[src/rtl/mono_data_tx_if.sv]
// Hit push, readout handshake and status bundle of the MONOPIX readout emulator.
// The master side is the pattern source and receiver; the slave side is the emulated chip.
interface mono_data_tx_if #(
  parameter int DATA_WIDTH = 27
);
  logic                  HIT_WRITE;
  logic [DATA_WIDTH-1:0] HIT_DATA;
  logic                  HIT_FULL;
  logic                  FREEZE;
  logic                  READ;
  logic                  TOKEN;
  logic                  DATA;
  logic [7:0]            LOST_CNT;
  logic                  PROTO_ERR;
  logic                  ERR_CLR;

  modport master (
    output HIT_WRITE, HIT_DATA, FREEZE, READ, ERR_CLR,
    input  HIT_FULL, TOKEN, DATA, LOST_CNT, PROTO_ERR
  );

  modport slave (
    input  HIT_WRITE, HIT_DATA, FREEZE, READ, ERR_CLR,
    output HIT_FULL, TOKEN, DATA, LOST_CNT, PROTO_ERR
  );
endinterface

[src/rtl/mono_data_tx.sv]
// Chip-side MONOPIX serial hit readout emulator: buffers hit words in a FIFO and
// shifts one word out MSB-first for every FREEZE/READ request from the receiver.
module mono_data_tx #(
  parameter int DATA_WIDTH   = 27,
  parameter int DEPTH        = 16,
  parameter int READ_LATENCY = 2
) (
  input  logic           CLK,
  input  logic           nRST,
  mono_data_tx_if.slave  bus
);
  localparam int AW = $clog2(DEPTH);
  localparam int PW = AW + 1;
  localparam int CW = $clog2(DATA_WIDTH);

  typedef enum logic [1:0] {ST_IDLE, ST_WAIT, ST_SHIFT} state_t;

  logic [DATA_WIDTH-1:0] mem [DEPTH];

  state_t                state_q, state_d;
  logic [PW-1:0]         wr_ptr_q, wr_ptr_d, rd_ptr_q, rd_ptr_d;
  logic [DATA_WIDTH-1:0] shift_q, shift_d;
  logic [2:0]            lat_q, lat_d;
  logic [CW-1:0]         bit_q, bit_d;
  logic                  data_q, data_d;
  logic                  token_q, token_d;
  logic                  full_q, full_d;
  logic [7:0]            lost_q, lost_d;
  logic                  proto_q, proto_d;
  logic                  read_q;

  logic fifo_empty, fifo_full, push, drop, pop, read_rise, proto_evt;

  assign fifo_empty = (wr_ptr_q == rd_ptr_q);
  assign fifo_full  = (wr_ptr_q[AW] != rd_ptr_q[AW]) &&
                      (wr_ptr_q[AW-1:0] == rd_ptr_q[AW-1:0]);
  assign push       = bus.HIT_WRITE & ~fifo_full & ~bus.FREEZE;
  assign drop       = bus.HIT_WRITE & ~push;
  assign read_rise  = bus.READ & ~read_q;

  // Storage has no reset; validity is tracked entirely by the pointers.
  always_ff @(posedge CLK) begin
    if (push) begin
      mem[wr_ptr_q[AW-1:0]] <= bus.HIT_DATA;
    end
  end

  always_comb begin
    state_d   = state_q;
    shift_d   = shift_q;
    lat_d     = lat_q;
    bit_d     = bit_q;
    data_d    = 1'b0;
    pop       = 1'b0;
    proto_evt = 1'b0;
    case (state_q)
      ST_IDLE: begin
        if (read_rise) begin
          if (bus.FREEZE && !fifo_empty) begin
            pop     = 1'b1;
            shift_d = mem[rd_ptr_q[AW-1:0]];
            lat_d   = 3'(READ_LATENCY - 1);
            state_d = ST_WAIT;
          end else begin
            proto_evt = 1'b1;
          end
        end
      end
      ST_WAIT: begin
        proto_evt = read_rise;
        if (lat_q == 3'd0) begin
          // First bit is registered on the same edge that enters SHIFT.
          state_d = ST_SHIFT;
          data_d  = shift_q[DATA_WIDTH-1];
          shift_d = shift_q << 1;
          bit_d   = '0;
        end else begin
          lat_d = lat_q - 3'd1;
        end
      end
      ST_SHIFT: begin
        proto_evt = read_rise;
        if (bit_q == CW'(DATA_WIDTH - 1)) begin
          state_d = ST_IDLE;
        end else begin
          data_d  = shift_q[DATA_WIDTH-1];
          shift_d = shift_q << 1;
          bit_d   = bit_q + CW'(1);
        end
      end
      default: state_d = ST_IDLE;
    endcase
  end

  always_comb begin
    wr_ptr_d = wr_ptr_q + PW'(push);
    rd_ptr_d = rd_ptr_q + PW'(pop);
    full_d   = (wr_ptr_d[AW] != rd_ptr_d[AW]) &&
               (wr_ptr_d[AW-1:0] == rd_ptr_d[AW-1:0]);
    token_d  = ~fifo_empty | (state_q != ST_IDLE);

    lost_d = lost_q;
    if (bus.ERR_CLR) begin
      lost_d = drop ? 8'd1 : 8'd0;
    end else if (drop && lost_q != 8'hFF) begin
      lost_d = lost_q + 8'd1;
    end
    // A fresh error in the clearing cycle survives the clear.
    proto_d = bus.ERR_CLR ? proto_evt : (proto_q | proto_evt);
  end

  always_ff @(posedge CLK or negedge nRST) begin
    if (!nRST) begin
      state_q  <= ST_IDLE;
      wr_ptr_q <= '0;
      rd_ptr_q <= '0;
      shift_q  <= '0;
      lat_q    <= '0;
      bit_q    <= '0;
      data_q   <= 1'b0;
      token_q  <= 1'b0;
      full_q   <= 1'b0;
      lost_q   <= '0;
      proto_q  <= 1'b0;
      read_q   <= 1'b0;
    end else begin
      state_q  <= state_d;
      wr_ptr_q <= wr_ptr_d;
      rd_ptr_q <= rd_ptr_d;
      shift_q  <= shift_d;
      lat_q    <= lat_d;
      bit_q    <= bit_d;
      data_q   <= data_d;
      token_q  <= token_d;
      full_q   <= full_d;
      lost_q   <= lost_d;
      proto_q  <= proto_d;
      read_q   <= bus.READ;
    end
  end

  assign bus.HIT_FULL  = full_q;
  assign bus.TOKEN     = token_q;
  assign bus.DATA      = data_q;
  assign bus.LOST_CNT  = lost_q;
  assign bus.PROTO_ERR = proto_q;
endmodule

[src/flat_wrapper.sv]
// flat-port wrapper written by rule: the top's interface ports become plain ports
module mono_data_tx_flat 
#(
  parameter int DATA_WIDTH   = 27,
  parameter int DEPTH        = 16,
  parameter int READ_LATENCY = 2
)
  (CLK, nRST, bus_HIT_WRITE, bus_HIT_DATA, bus_FREEZE, bus_READ, bus_ERR_CLR, bus_HIT_FULL, bus_TOKEN, bus_DATA, bus_LOST_CNT, bus_PROTO_ERR);
  mono_data_tx_if #(.DATA_WIDTH(DATA_WIDTH)) bus_i ();
  input  logic CLK;
  input  logic nRST;
  input wire logic [$bits(bus_i.HIT_WRITE)-1:0] bus_HIT_WRITE;
  input wire logic [$bits(bus_i.HIT_DATA)-1:0] bus_HIT_DATA;
  input wire logic [$bits(bus_i.FREEZE)-1:0] bus_FREEZE;
  input wire logic [$bits(bus_i.READ)-1:0] bus_READ;
  input wire logic [$bits(bus_i.ERR_CLR)-1:0] bus_ERR_CLR;
  output wire logic [$bits(bus_i.HIT_FULL)-1:0] bus_HIT_FULL;
  output wire logic [$bits(bus_i.TOKEN)-1:0] bus_TOKEN;
  output wire logic [$bits(bus_i.DATA)-1:0] bus_DATA;
  output wire logic [$bits(bus_i.LOST_CNT)-1:0] bus_LOST_CNT;
  output wire logic [$bits(bus_i.PROTO_ERR)-1:0] bus_PROTO_ERR;
  assign bus_i.HIT_WRITE = bus_HIT_WRITE;
  assign bus_i.HIT_DATA = bus_HIT_DATA;
  assign bus_i.FREEZE = bus_FREEZE;
  assign bus_i.READ = bus_READ;
  assign bus_i.ERR_CLR = bus_ERR_CLR;
  assign bus_HIT_FULL = bus_i.HIT_FULL;
  assign bus_TOKEN = bus_i.TOKEN;
  assign bus_DATA = bus_i.DATA;
  assign bus_LOST_CNT = bus_i.LOST_CNT;
  assign bus_PROTO_ERR = bus_i.PROTO_ERR;
  mono_data_tx #(.DATA_WIDTH(DATA_WIDTH), .DEPTH(DEPTH), .READ_LATENCY(READ_LATENCY)) u_core (.CLK(CLK), .nRST(nRST), .bus(bus_i));
endmodule
[config.mk]
export PLATFORM = sky130hd
export DESIGN_NAME = mono_data_tx_flat
export DESIGN_NICKNAME = d
export VERILOG_FILES = /design/src/rtl/mono_data_tx_if.sv /design/src/rtl/mono_data_tx.sv /design/src/flat_wrapper.sv
export SDC_FILE = /design/constraint.sdc
export NUM_CORES = 1
export LEC_CHECK = 0
export CAP_MARGIN = 5
export CORE_MARGIN = 2
export CORE_UTILIZATION = 45
export DETAILED_ROUTE_END_ITERATION = 12
export MAX_ROUTING_LAYER = met4
export PLACE_DENSITY = 0.74
export SLEW_MARGIN = 10
export SYNTH_ARGS = -nofsm -noshare
export SYNTH_HDL_FRONTEND = slang
export SYNTH_SLANG_ARGS = --single-unit
[constraint.sdc]
create_clock -name CLK -period 3.5 [get_ports CLK]
set_input_delay 1.05 -clock CLK [delete_from_list [all_inputs] [get_ports CLK]]
set_output_delay 1.05 -clock CLK [all_outputs]
set_load 0.005 [all_outputs]
# Yosys cells after proc, flatten, opt, wreduce, memory -nomap -nowiden
# Memories as Yosys holds them, arrays and structs flattened.
# Cells that the tools add are included.
[op_classes]
eq_ne = 15
order_cmp = 0
n_shift = 0
n_addsub = 5
bitwise_logic = 11
n_mux = 32
div_mod_pow = 0
reduce_logical = 17
multipliers = 0
[op_table]
columns = ["op", "n"]
rows = [
  ["$mux 27", 4],
  ["$pmux 27 s3", 1],
  ["$mux 8", 2],
  ["$mux 1", 11],
  ["$add 5x1->5", 2],
  ["$mux 5", 2],
  ["$pmux 5 s2", 1],
  ["$mux 3", 3],
  ["$add 8x1->8 const B", 1],
  ["$eq 4x4->1", 2],
  ["$mux 2", 4],
  ["$ne 2x1->1 const B", 4],
  ["$ne 8x8->1 const B", 1],
  ["$reduce_and 4->1", 2],
  ["$reduce_bool 2->1", 4],
  ["$pmux 2 s3", 1],
  ["$pmux 3 s2", 1],
  ["$add 5x1->5 const B", 1],
  ["$eq 5x5->1", 1],
  ["$eq 5x5->1 const B", 1],
  ["$not 1->1", 5],
  ["$reduce_and 5->1", 1],
  ["$and 1x1->1", 4],
  ["$logic_and 1x1->1", 4],
  ["13 further kinds", 17],
]
[word_totals]
out_inout_bits = 12
latch_bits = 0
mem_bits_ro = 0
mem_bits_rw = 432
register_bits = 60
elab_cells = 93
inputBits = 33
n_memories = 1
[memory_table]
columns = ["memory", "words", "width", "rd", "rd_ports_with_merged_regs", "wr", "line_no", "source"]
rows = [
  ["u_core.mem", 16, 27, 1, 0, 1, "mono_data_tx.sv:18", "logic [DATA_WIDTH-1:0] mem [DEPTH];"],
]

# Logic depth before layout (Yosys ltp)
[depth]
depth_word = 10
ltp_mapped = 11
depth_no_buf = 10

# Worst setup path after synthesis
# OpenSTA, ideal clock, no wires.
[synth_timing]
path_type = "input to register"
start = "input bus_FREEZE"
end = "memory u_core.mem[8][0], enable pin"
setup_ns = 0.445
setup_slack_ns = -0.423
n_path_buf = 0
cell_stages = 4
required_ns = 3.055
arrival_ns = 3.478
path_cell_list = "nand2b_1 a21oi_1 nand3b_1 nor3_1"
[synth_between]
elab_chain_len = 4
[synth_lines]
columns = ["item", "line_no", "source"]
rows = [
  ["start, declared", "flat_wrapper.sv:14", "input wire logic [$bits(bus_i.FREEZE)-1:0] bus_FREEZE;"],
  ["$not 1->1", "mono_data_tx.sv:37", "assign push = bus.HIT_WRITE & ~fifo_full & ~bus.FREEZE;"],
  ["$and 1x1->1", "mono_data_tx.sv:37", ""],
  ["$mux 1", "mono_data_tx.sv:43", "if (push) begin"],
  ["$mux 1 (implied by the code)", "mono_data_tx.sv:44", "mem[wr_ptr_q[AW-1:0]] <= bus.HIT_DATA;"],
  ["end, declared", "mono_data_tx.sv:18", ""],
]
# Every way passes these cells.

# Worst setup path after layout
[layout_timing]
start = "register u_core.wr_ptr_q[1]"
end = "memory u_core.mem[0][21], enable pin"
[layout_between]
elab_chain_len = 7
[layout_lines]
columns = ["item", "line_no", "source"]
rows = [
  ["start, declared", "mono_data_tx.sv:21", "logic [PW-1:0] wr_ptr_q, wr_ptr_d, rd_ptr_q, rd_ptr_d;"],
  ["start signal, assigned", "mono_data_tx.sv:128", "wr_ptr_q <= wr_ptr_d;"],
  ["$eq 4x4->1", "mono_data_tx.sv:36", "(wr_ptr_q[AW-1:0] == rd_ptr_q[AW-1:0]);"],
  ["$logic_and 1x1->1", "mono_data_tx.sv:35", "assign fifo_full = (wr_ptr_q[AW] != rd_ptr_q[AW]) &&"],
  ["$not 1->1", "mono_data_tx.sv:37", ""],
  ["$and 1x1->1 (2 in a row)", "mono_data_tx.sv:37", ""],
  ["$mux 1", "mono_data_tx.sv:43", ""],
  ["$mux 1 (implied by the code)", "mono_data_tx.sv:44", ""],
]
# Several ways; a longest one is shown, not always the timed one.

==> out/qor.txt <==
Status = completed
Reg-to-Reg Start = u_core.wr_ptr_q[1]
Initial antenna violation count = 0
Post-DP HPWL = 23.7 mm
Hold Path Class = primary input to asynchronous set/reset pin
Reg area = 14,500 sq um
Clock latency at the later pin of the worst-skew pair = 0.59 ns
Main synth FF type = edfxtp_1
GR Util met3 = 4.09%
Critical Path AT = 3.12 ns
Syn Area/Cell = 18.3 sq um
Worst Path Required = 3.77 ns
Setup repair bufs after CTS = 0
Critical Path Source = u_core.wr_ptr_q[1]
Filler cells = 3,333
Max_slew headroom = 49.3%
WS Path Type = flop to flop
RD Place Congestion = 0.800
Ranking of synthesized cells by area = edfxtp_1 66%, dfrtp_1 7.6%, mux4_2 6.5%
Dpl ws = 0.257 ns
Fin crit period = 2.85 ns
Worst Tran Pin Value = 0.760 ns
Largest net degree at the start of global routing = 86
Antenna cells = 0
Clock Tree Root = clkbuf_16
Number of global-route vias before repair = 10,800
Type of origin of the critical path = flop
Port Buffers = 44
Met1 Resource Use GR = 25.3%
Total GRT Usage = 19.6%
Iter 0 DRT Violations = 916
Die Wd = 213 um
Critical Path End Type = flop
DRT antenna net count = 0
Worst-case vdd ir drop = 0.447 mV
Max Root-Sink Buffers = 3
Switch Pwr = 5.30 mW
Final hold vios = 0
Final WS setup = 0.651 ns
Yosys top cell area share = 65.7%
CTS tree = built
PwrDens = 770 nW/um^2
Area of the multi-input gates = 5010 sq um
Lkg Pwr = 7.82 nW
Number of enable flip-flop cells after synthesis = 432
RSZ-0062 raised after global routing = false
Share of post-route cells with drive strength above 1 = 20.3%
Combinational Power Share = 28.3%
Htree depth = 2
Part of the cycle the worst path needs = 81.4%
Synth warn = 0
Nets = 1,207
First-pass GRT wire length = 64.4 mm
Number of cells produced by synthesis = 1,077
Final setup fails = 0
Synth async-reset ratio = 12.2%
Die Y-Extent = 213 um
Starting density of the core = 45.7%
Yosys top cell by area = edfxtp_1
Most common cell in the netlist = edfxtp_1
Sequential-to-total area share from yosys stat = 73.3%
Io pins = 45
Drt pass-1 iters = 5
Clock Power Share = 30.7%
Gr busiest metal = met2
Peak Freq = 0.351 GHz
Final setup skew = 0.0265 ns
Drt drc = 0
Sequential share of power = 41.0%
Post-detailed-routing wire length = 41.9 mm
FP Rows = 76
Flops & latches, synth = 492
P&R area growth vs syn = 16.5%
P_int = 12.4 mW
Post-Synthesis Cell Area = 19,800 sq um
Setup TNS Final = 0 ns
CORE AREA = 43,200 sq um
CTS clk-pin slew, worst paths = 0.07 ns
Routing usage on met2 = 31.3%
Critical path fanouts, max = 19
Cell variety after synth = 55
Sink Count = 492
TritonCTS Buffers = 48
Switch share = 29.9%
Count of final max-slew check failures = 0
Die area = 45,600 sq um
Vias = 10,400
Syn nets = 1,123
MaxCap Viol Count = 0
Post-CTS Hold Buffers = 0
Top cells by instance count after synthesis = 432 x edfxtp_1, 104 x mux2i_1, 60 x dfrtp_1, 57 x mux4_2, 53 x a221oi_1
Routed WL per cell = 23.5 um
Via density = 5.83
Global route total overflow = 0
Cts repair resizes = 0
==> layout by cell type (no fill, tap or decap), types with 6 or more instances in the layout <==
cell,Yosys,layout
bufinv_16,0,7
mux4_2,57,57
a22oi_1,26,26
clkinv_4,0,6
dfrtp_1,60,58
mux2_4,19,19
xor2_1,6,6
clkinv_2,0,11
buf_4,8,29
a31oi_1,27,27
o31ai_1,9,9
xnor2_1,9,9
mux2i_1,104,104
a21oi_1,11,11
mux2_2,9,9
nand3_1,13,13
inv_1,10,10
o21ai_0,37,37
nor2_1,46,34
clkbuf_16,0,48
a221oi_1,53,53
nand2_1,17,17
clkdlybuf4s50_1,0,43
buf_12,2,20
edfxtp_1,432,432
ha_1,13,13
nor2_4,0,12
==> logic make-up after synthesis <==
| kind of cell | synth area share [%] |
|---|---|
| AO/OA/AOI/OAI | 6.39 |
| XOR/XNOR | 0.748 |
| adder cells (fa/ha/maj) | 0.824 |
| buffers and inverters | 2.07 |
| flip-flops | 73.3 |
| multiplexers | 13.7 |
| AND/OR/NAND/NOR | 2.96 |
==> through the flow <==
step / std cells / hold WS, ns / power (mW) / area (sq um) / util [%]
2_1_floorplan: 1077 / 0.460 / 11.1 / 19800 / -
3_3_place_gp: 1696 / 0.490 / 12.2 / 21300 / 49.4
3_5_place_dp: 1696 / 0.496 / 12.4 / 21300 / 49.4
4_1_cts: 1786 / 0.473 / 17.8 / 23000 / 53.3
5_1_grt: 1786 / 0.515 / 18.5 / 23000 / 53.3
6_report: 1786 / 0.491 / 17.7 / 23000 / 53.3
==> power groups by stage <==
stage	combinational [mW]	sequential (mW)	clock, mW
final	5.01	7.27	5.44
after global routing	5.39	7.31	5.75
after CTS	5.03	7.26	5.52
after detailed placement	4.99	7.37	0
after global placement	4.87	7.35	0
after floorplan	3.83	7.22	0
==> worst paths after layout <==
kind / cells past startpoint / endpoint / slack, ns
hold / removal: 1 / u_core.bit_q[2] / 0.49
hold reg to reg: 1 / u_core.shift_q[1] / 0.52
setup reg to reg: 7 / u_core.mem[0][21] / 0.65
min in group CLK: 1 / u_core.shift_q[1] / 0.52
setup / recovery: 7 / u_core.mem[0][21] / 0.65
max in group asynchronous: 2 / u_core.rd_ptr_q[0] / 2.32
==> critical path, cell delays in order, from the launching register on <==
cell and delay (ns):
dfrtp_1 0.76, xnor2_1 0.18, and4_1 0.25, a21oi_1 0.17, buf_4 0.18, or3b_1 0.53
nor3_4 0.24, buf_12 0.22
==> flip-flops by register name (all words and copies together) (netlist names) <==
| signal | count |
|---|---|
| u_core.rd_ptr_q | 5 |
| u_core.bus.PROTO_ERR | 1 |
| u_core.bus.HIT_FULL | 1 |
| u_core.mem | 432 |
| u_core.bus.DATA | 1 |
| u_core.lat_q | 3 |
| u_core.state_q | 2 |
| u_core.shift_q | 27 |
| u_core.bus.TOKEN | 1 |
| u_core.read_q | 1 |
| u_core.bus.LOST_CNT | 8 |
| u_core.bit_q | 5 |
| u_core.wr_ptr_q | 5 |
==> layer usage <==
metal	part of all wire, %	routed length [um]	up-vias
met5	0	0	-
met4	2.4	1010	0
met3	6.7	2820	75
met2	49	20500	379
met1	42	17600	5387
li1	-	-	4566
==> area by class of cell <==
class                      count  area share [%]
timing repair buffer          93            4.58
multi-input combinational    514            21.8
sequential                   492            62.9
clock buffer                  58            5.60
clock inverter                32            1.75
inverter                      12           0.196
tap                          585            3.18
Note: power is estimated with default switching activity, not from simulation.
